File: config.mk
export PLATFORM = sky130hd
export DESIGN_NAME = seg7_scanner
export DESIGN_NICKNAME = d
export VERILOG_FILES = /design/src/rtl/seg7_pkg.sv /design/src/rtl/seg7_decode.sv /design/src/rtl/seg7_scanner.sv
export SDC_FILE = /design/constraint.sdc
export NUM_CORES = 1
export LEC_CHECK = 0
export ABC_AREA = 0
export CAP_MARGIN = 0
export CORE_ASPECT_RATIO = 0.9
export CORE_MARGIN = 2
export CORE_UTILIZATION = 35
export CTS_BUF_LIST = sky130_fd_sc_hd__clkbuf_8
export CTS_CLUSTER_DIAMETER = 60
export CTS_CLUSTER_SIZE = 8
export DETAILED_ROUTE_END_ITERATION = 8
export PLACE_DENSITY = 0.57
export SYNTH_ARGS = -nofsm -noshare
export SYNTH_HDL_FRONTEND = slang
export SYNTH_SLANG_ARGS = --single-unit
File: constraint.sdc
create_clock -name clk -period 3.9 [get_ports clk]
set_input_delay 1.17 -clock clk [delete_from_list [all_inputs] [get_ports clk]]
set_output_delay 1.17 -clock clk [all_outputs]
set_load 0.005 [all_outputs]
File: src/rtl/seg7_pkg.sv
// Shared segment type and hex glyph table for the seven-segment scanner.
package seg7_pkg;

    typedef logic [6:0] seg_t;

    localparam seg_t SEG_OFF = 7'h7F;

    // Active-low {g,f,e,d,c,b,a} glyphs for hex 0..F
    localparam seg_t HEX_SEG [16] = '{
        7'h40, 7'h79, 7'h24, 7'h30,
        7'h19, 7'h12, 7'h02, 7'h78,
        7'h00, 7'h10, 7'h08, 7'h03,
        7'h46, 7'h21, 7'h06, 7'h0E
    };

endpackage

File: src/rtl/seg7_decode.sv
// Hex nibble plus blank to active-low segment pattern.
module seg7_decode
    import seg7_pkg::*;
(
    input  logic [3:0] hex,
    input  logic       blank,
    output seg_t       seg
);

    always_comb begin
        seg = SEG_OFF;
        if (!blank) begin
            seg = HEX_SEG[hex];
        end
    end

endmodule

File: src/rtl/seg7_scanner.sv
// Tear-free multiplexed common-anode display driver.
// Define SEG7_BLANKING_EN to darken anodes for BLANK_CYCLES at each slot start.
module seg7_scanner
    import seg7_pkg::*;
#(
    parameter int DIGITS       = 4,
    parameter int REFRESH_DIV  = 50000,
    parameter int BLANK_CYCLES = 500
) (
    input  logic                clk,
    input  logic                rst_n,
    input  logic                wr_valid,
    output logic                wr_ready,
    input  logic [4*DIGITS-1:0] wr_data,
    input  logic [DIGITS-1:0]   wr_blank,
    input  logic [DIGITS-1:0]   wr_dp,
    output logic [DIGITS-1:0]   an,
    output logic [6:0]          seg,
    output logic                dp
);

    localparam int IDX_W = $clog2(DIGITS);
    localparam int DIV_W = $clog2(REFRESH_DIV);

    logic [DIV_W-1:0]    div_cnt;
    logic [IDX_W-1:0]    digit_idx;
    logic                tc;
    logic                fb;
    logic                hs;

    logic                pend_flag;
    logic [4*DIGITS-1:0] pend_data;
    logic [DIGITS-1:0]   pend_blank;
    logic [DIGITS-1:0]   pend_dp;

    logic [4*DIGITS-1:0] act_data;
    logic [DIGITS-1:0]   act_blank;
    logic [DIGITS-1:0]   act_dp;

    logic [3:0]          cur_hex;
    logic                cur_blank;
    logic                cur_dp;
    seg_t                cur_seg;
    logic                slot_dark;
    logic [DIGITS-1:0]   an_nxt;

    logic [DIGITS-1:0]   an_q;
    seg_t                seg_q;
    logic                dp_q;

    assign tc = (div_cnt == DIV_W'(REFRESH_DIV - 1));
    assign fb = tc && (digit_idx == IDX_W'(DIGITS - 1));
    assign wr_ready = ~pend_flag;
    assign hs = wr_valid && wr_ready;

    always_ff @(posedge clk) begin
        if (!rst_n) begin
            div_cnt   <= '0;
            digit_idx <= '0;
        end else if (tc) begin
            div_cnt   <= '0;
            digit_idx <= fb ? '0 : digit_idx + IDX_W'(1);
        end else begin
            div_cnt   <= div_cnt + DIV_W'(1);
        end
    end

    // Only a write pending before this FB commits; a write taken on
    // the FB itself waits a whole frame.
    always_ff @(posedge clk) begin
        if (!rst_n) begin
            pend_flag  <= 1'b0;
            pend_data  <= '0;
            pend_blank <= '0;
            pend_dp    <= '0;
        end else if (hs) begin
            pend_flag  <= 1'b1;
            pend_data  <= wr_data;
            pend_blank <= wr_blank;
            pend_dp    <= wr_dp;
        end else if (fb && pend_flag) begin
            pend_flag  <= 1'b0;
        end
    end

    always_ff @(posedge clk) begin
        if (!rst_n) begin
            act_data  <= '0;
            act_blank <= '1;
            act_dp    <= '0;
        end else if (fb && pend_flag) begin
            act_data  <= pend_data;
            act_blank <= pend_blank;
            act_dp    <= pend_dp;
        end
    end

    always_comb begin
        cur_hex   = '0;
        cur_blank = 1'b1;
        cur_dp    = 1'b0;
        for (int i = 0; i < DIGITS; i++) begin
            if (digit_idx == IDX_W'(i)) begin
                cur_hex   = act_data[4*i +: 4];
                cur_blank = act_blank[i];
                cur_dp    = act_dp[i];
            end
        end
    end

    seg7_decode u_decode (
        .hex   (cur_hex),
        .blank (cur_blank),
        .seg   (cur_seg)
    );

`ifdef SEG7_BLANKING_EN
    assign slot_dark = (div_cnt < DIV_W'(BLANK_CYCLES));
`else
    logic unused_blank_cfg;
    assign slot_dark = 1'b0;
    assign unused_blank_cfg = (BLANK_CYCLES < REFRESH_DIV);
`endif

    assign an_nxt = slot_dark ? '1 : ~(DIGITS'(1) << digit_idx);

    always_ff @(posedge clk) begin
        if (!rst_n) begin
            an_q  <= '1;
            seg_q <= SEG_OFF;
            dp_q  <= 1'b1;
        end else begin
            an_q  <= an_nxt;
            seg_q <= cur_seg;
            dp_q  <= cur_blank | ~cur_dp;
        end
    end

    assign an  = an_q;
    assign seg = seg_q;
    assign dp  = dp_q;

endmodule

==> metrics.md <==
| Metric | Value |
|---|---|
| Status | `finished, final reports clean` |
| Setup_tns | `0 ps` |
| Fillers | `973` |
| Synth area leader | `dfxtp_1` |
| Slew Viols, Final | `0` |
| Synth top area cells | `dfxtp_1 (47%), nand2_1 (13%), a21boi_0 (8.7%)` |
| Clock sink count | `79` |
| Num rows | `33` |
| DIE AREA | `10440 um^2` |
| Die W | `107.5 um` |
| Largest net degree at the start of global routing | `58` |
| DIE HEIGHT | `97.12 um` |
| CP max stage delay | `800 ps` |
| CTS root buffer | `clkbuf_8` |
| Clock Skew | `10.16 ps` |
| Post-Syn Nets | `440` |
| Clock power frac | `0.414` |
| DR iter-0 viols | `73` |
| Type of the tightest min-delay check | `flop to flop` |
| Grt total ovfl | `0` |
| Final cycle utilization of the critical path | `0.6534` |
| Power Internal | `1203 uW` |
| First-pass DRT Iterations | `4` |
| Most frequent cell after synthesis | `nand2_1` |
| ANT nets after route | `0` |
| Initial antenna violation count | `0` |
| DR vias/cell | `4.714` |
| Main synth FF type | `dfxtp_1` |
| Post-layout net count | `470` |
| Synthesized area | `3372 um^2` |
| Sequential Power Share | `0.537` |
| FF+latch count, synth | `79` |
| Io pins | `40` |
| Clock latency reported for the late side of the worst-skew pair | `350 ps` |
| Vias in the first global route | `2622` |
| Reg-to-Reg Start | `div_cnt[0]$_SDFF_PP0_` |
| P&R area growth vs syn | `20.37%` |
| Area share of the largest cell type after synthesis | `0.4690` |
| RD Place Congestion | `0.7181` |
| Number of port buffers | `39` |
| Slowest cell on crit path | `nor3_4` |
| Avg Inst Size Synth | `8.388 um^2` |
| Critical path class | `flop to flop` |
| # DRC | `0` |
| Register area share after synthesis | `0.4690` |
| Drt wl/cell | `12.01 um` |
| Worst-Margin Slew | `922.0 ps` |
| Routed WL | `6716 um` |
| Resized cells post-CTS | `0` |
| Commonest cells in the netlist | `nand2_1 (120), dfxtp_1 (79), a21boi_0 (39)` |
| Final Hold Fails | `0` |
| Post-synth ARST share | `0` |
| Switching Fraction | `0.2250` |
| Via count | `2635` |
| Hold Crit Start | `act_data[12]$_SDFFE_PN0P_` |
| Psw | `349.3 uW` |
| Setup bufs post-CTS | `0` |
| CTS H-Tree Depth | `3` |
| Slew HR | `0.3833` |
| Crit path arrival time | `2820 ps` |
| YS warnings | `0` |
| Leak | `0.001475 uW` |
| Fraction of layout cells with a size suffix above 1 | `0.05263` |
| IR drop worst, VDD | `0.1776 mV` |
| Req. time, crit path | `4170 ps` |
| Worst Path Buf+Inv | `0` |
| Post-synth EDFFs | `0` |
| CP delay by family, top | `simple AND/OR/NAND/NOR gates` |
| Fin Hold WS | `454.2 ps` |
| Maxcap violations | `0` |
| Post-CTS Hold Buffers | `0` |
| Critical Path End Type | `flop` |
| HPWL Detailed | `4611 um` |
| Core Region | `9249 um^2` |
| Min Clock Period, post-route | `2548 ps` |
| CTS Buffer Depth | `2` |
| Gate power share | `0.049` |
| Startpoint types | `flop` |
| Mapped Cells | `402` |
| # setup viols final | `0` |
| Worst-path fanout max | `25` |
| Cell Pwr Density | `382.5 nW/um^2` |
| All-Layer GR Usage | `0.1419` |
| Unrepaired setup endpoints after global routing | `no` |
| Ant diodes | `0` |
| CTS tree | `done` |
| Crit path from | `div_cnt[0]$_SDFF_PP0_` |
| Synth unique cells | `40` |
| CP cell instances | `ha_1 > nand3_1 > or4_1 > nor3_4 > nand2_1 > a21boi_1` |
| Global-route wire length before repair | `11910 um` |
| Fmax | `392.4 MHz` |
| Cts bufs inserted | `9` |
| Initial Utilization | `0.3646` |
| Worst-path clk slew | `80 ps` |
## state kept, by name (all words and copies together) (netlist names)
signal / count
act_data: 16
div_cnt: 16
pend_data: 16
seg: 7
act_blank: 4
act_dp: 4
an: 4
pend_blank: 4
pend_dp: 4
digit_idx: 2
dp: 1
pend_flag: 1
## per-stage QoR
step | std cells | utilization | area (um^2) | total power [uW] | setup WS, ps
2_1_floorplan | 402 | - | 3372 | 890.4 | 1621
3_3_place_gp | 543 | 0.4156 | 3844 | 929.4 | 1098
3_5_place_dp | 543 | 0.4156 | 3844 | 930.6 | 1034
4_1_cts | 559 | 0.4389 | 4059 | 1575 | 1307
5_1_grt | 559 | 0.4389 | 4059 | 1621 | 1016
6_report | 559 | 0.4389 | 4059 | 1552 | 1352
## worst paths after layout
| kind | endpoint | slack, ps | cells after the start |
|---|---|---|---|
| setup / recovery | act_data[7]$_SDFFE_PN0P_ | 1350 | 6 |
| hold / removal | act_data[12]$_SDFFE_PN0P_ | 450 | 2 |
| setup reg to reg | act_data[7]$_SDFFE_PN0P_ | 1350 | 6 |
| hold reg to reg | act_data[12]$_SDFFE_PN0P_ | 450 | 2 |
## power by group through the flow
stage | sequential, uW | combinational [uW] | clock (uW)
after global routing | 836 | 86.0 | 699
after floorplan | 850 | 40.0 | 0
final | 834 | 76.1 | 642
after global placement | 853 | 76.3 | 0
after CTS | 834 | 77.5 | 663
after detailed placement | 853 | 77.4 | 0
## kinds of logic (layout without fill, tap and decap cells)
group	after synthesis	in the layout	share of synthesized area
AND/OR/NAND/NOR	190	190	0.2497
flip-flops	79	79	0.4690
buffers and inverters	33	68	0.03896
XOR/XNOR	14	14	0.03636
multiplexers	2	2	0.005937
adder cells (fa/ha/maj)	11	11	0.04082
AO/OA/AOI/OAI	73	73	0.1592
## worst min-delay path: stages (launching register included)
cell      delay, ps
dfxtp_1         310
nand2_1          50
a21boi_1         50
## layout by cell type (no fill, tap or decap), drive strengths merged, types with 2 or more instances in the layout
cell type,netlist,layout
inv,10,12
or3,3,3
clkbuf,17,11
a21boi,47,47
a211oi,4,4
dfxtp,79,79
a311oi,2,2
a21oi,5,5
nor3,6,6
o21ai,5,5
o211ai,2,2
and3,2,2
nor2b,5,5
nor3b,5,5
ha,11,11
xnor2,7,7
nand3b,5,5
nand4,2,2
mux2i,2,2
a221o,2,2
nand3,11,11
or4,2,2
clkdlybuf4s50,0,39
buf,6,3
nand2,120,120
nor2,25,25
xor2,7,7
## cell type report
type / instances / area [um^2] / share of cell area
multi-input cells: 290 / 1659 / 0.4088
flip-flops and latches: 79 / 1582 / 0.3896
repair buffers: 42 / 412.9 / 0.1017
well taps: 122 / 152.6 / 0.03761
clock buffers: 11 / 151.4 / 0.03730
clock inverters: 5 / 63.81 / 0.01572
inverters: 10 / 37.54 / 0.009248
## layer usage
| layer | GRT usage | share of wire | vias to the layer above |
|---|---|---|---|
| met5 | 0 | 0 | - |
| met4 | 0.03550 | 0.0074 | 0 |
| met3 | 0.04695 | 0.040 | 4 |
| met2 | 0.2205 | 0.42 | 42 |
| met1 | 0.1902 | 0.53 | 1200 |
| li1 | - | - | 1389 |
No activity file was read; power rests on OpenSTA's default activity.
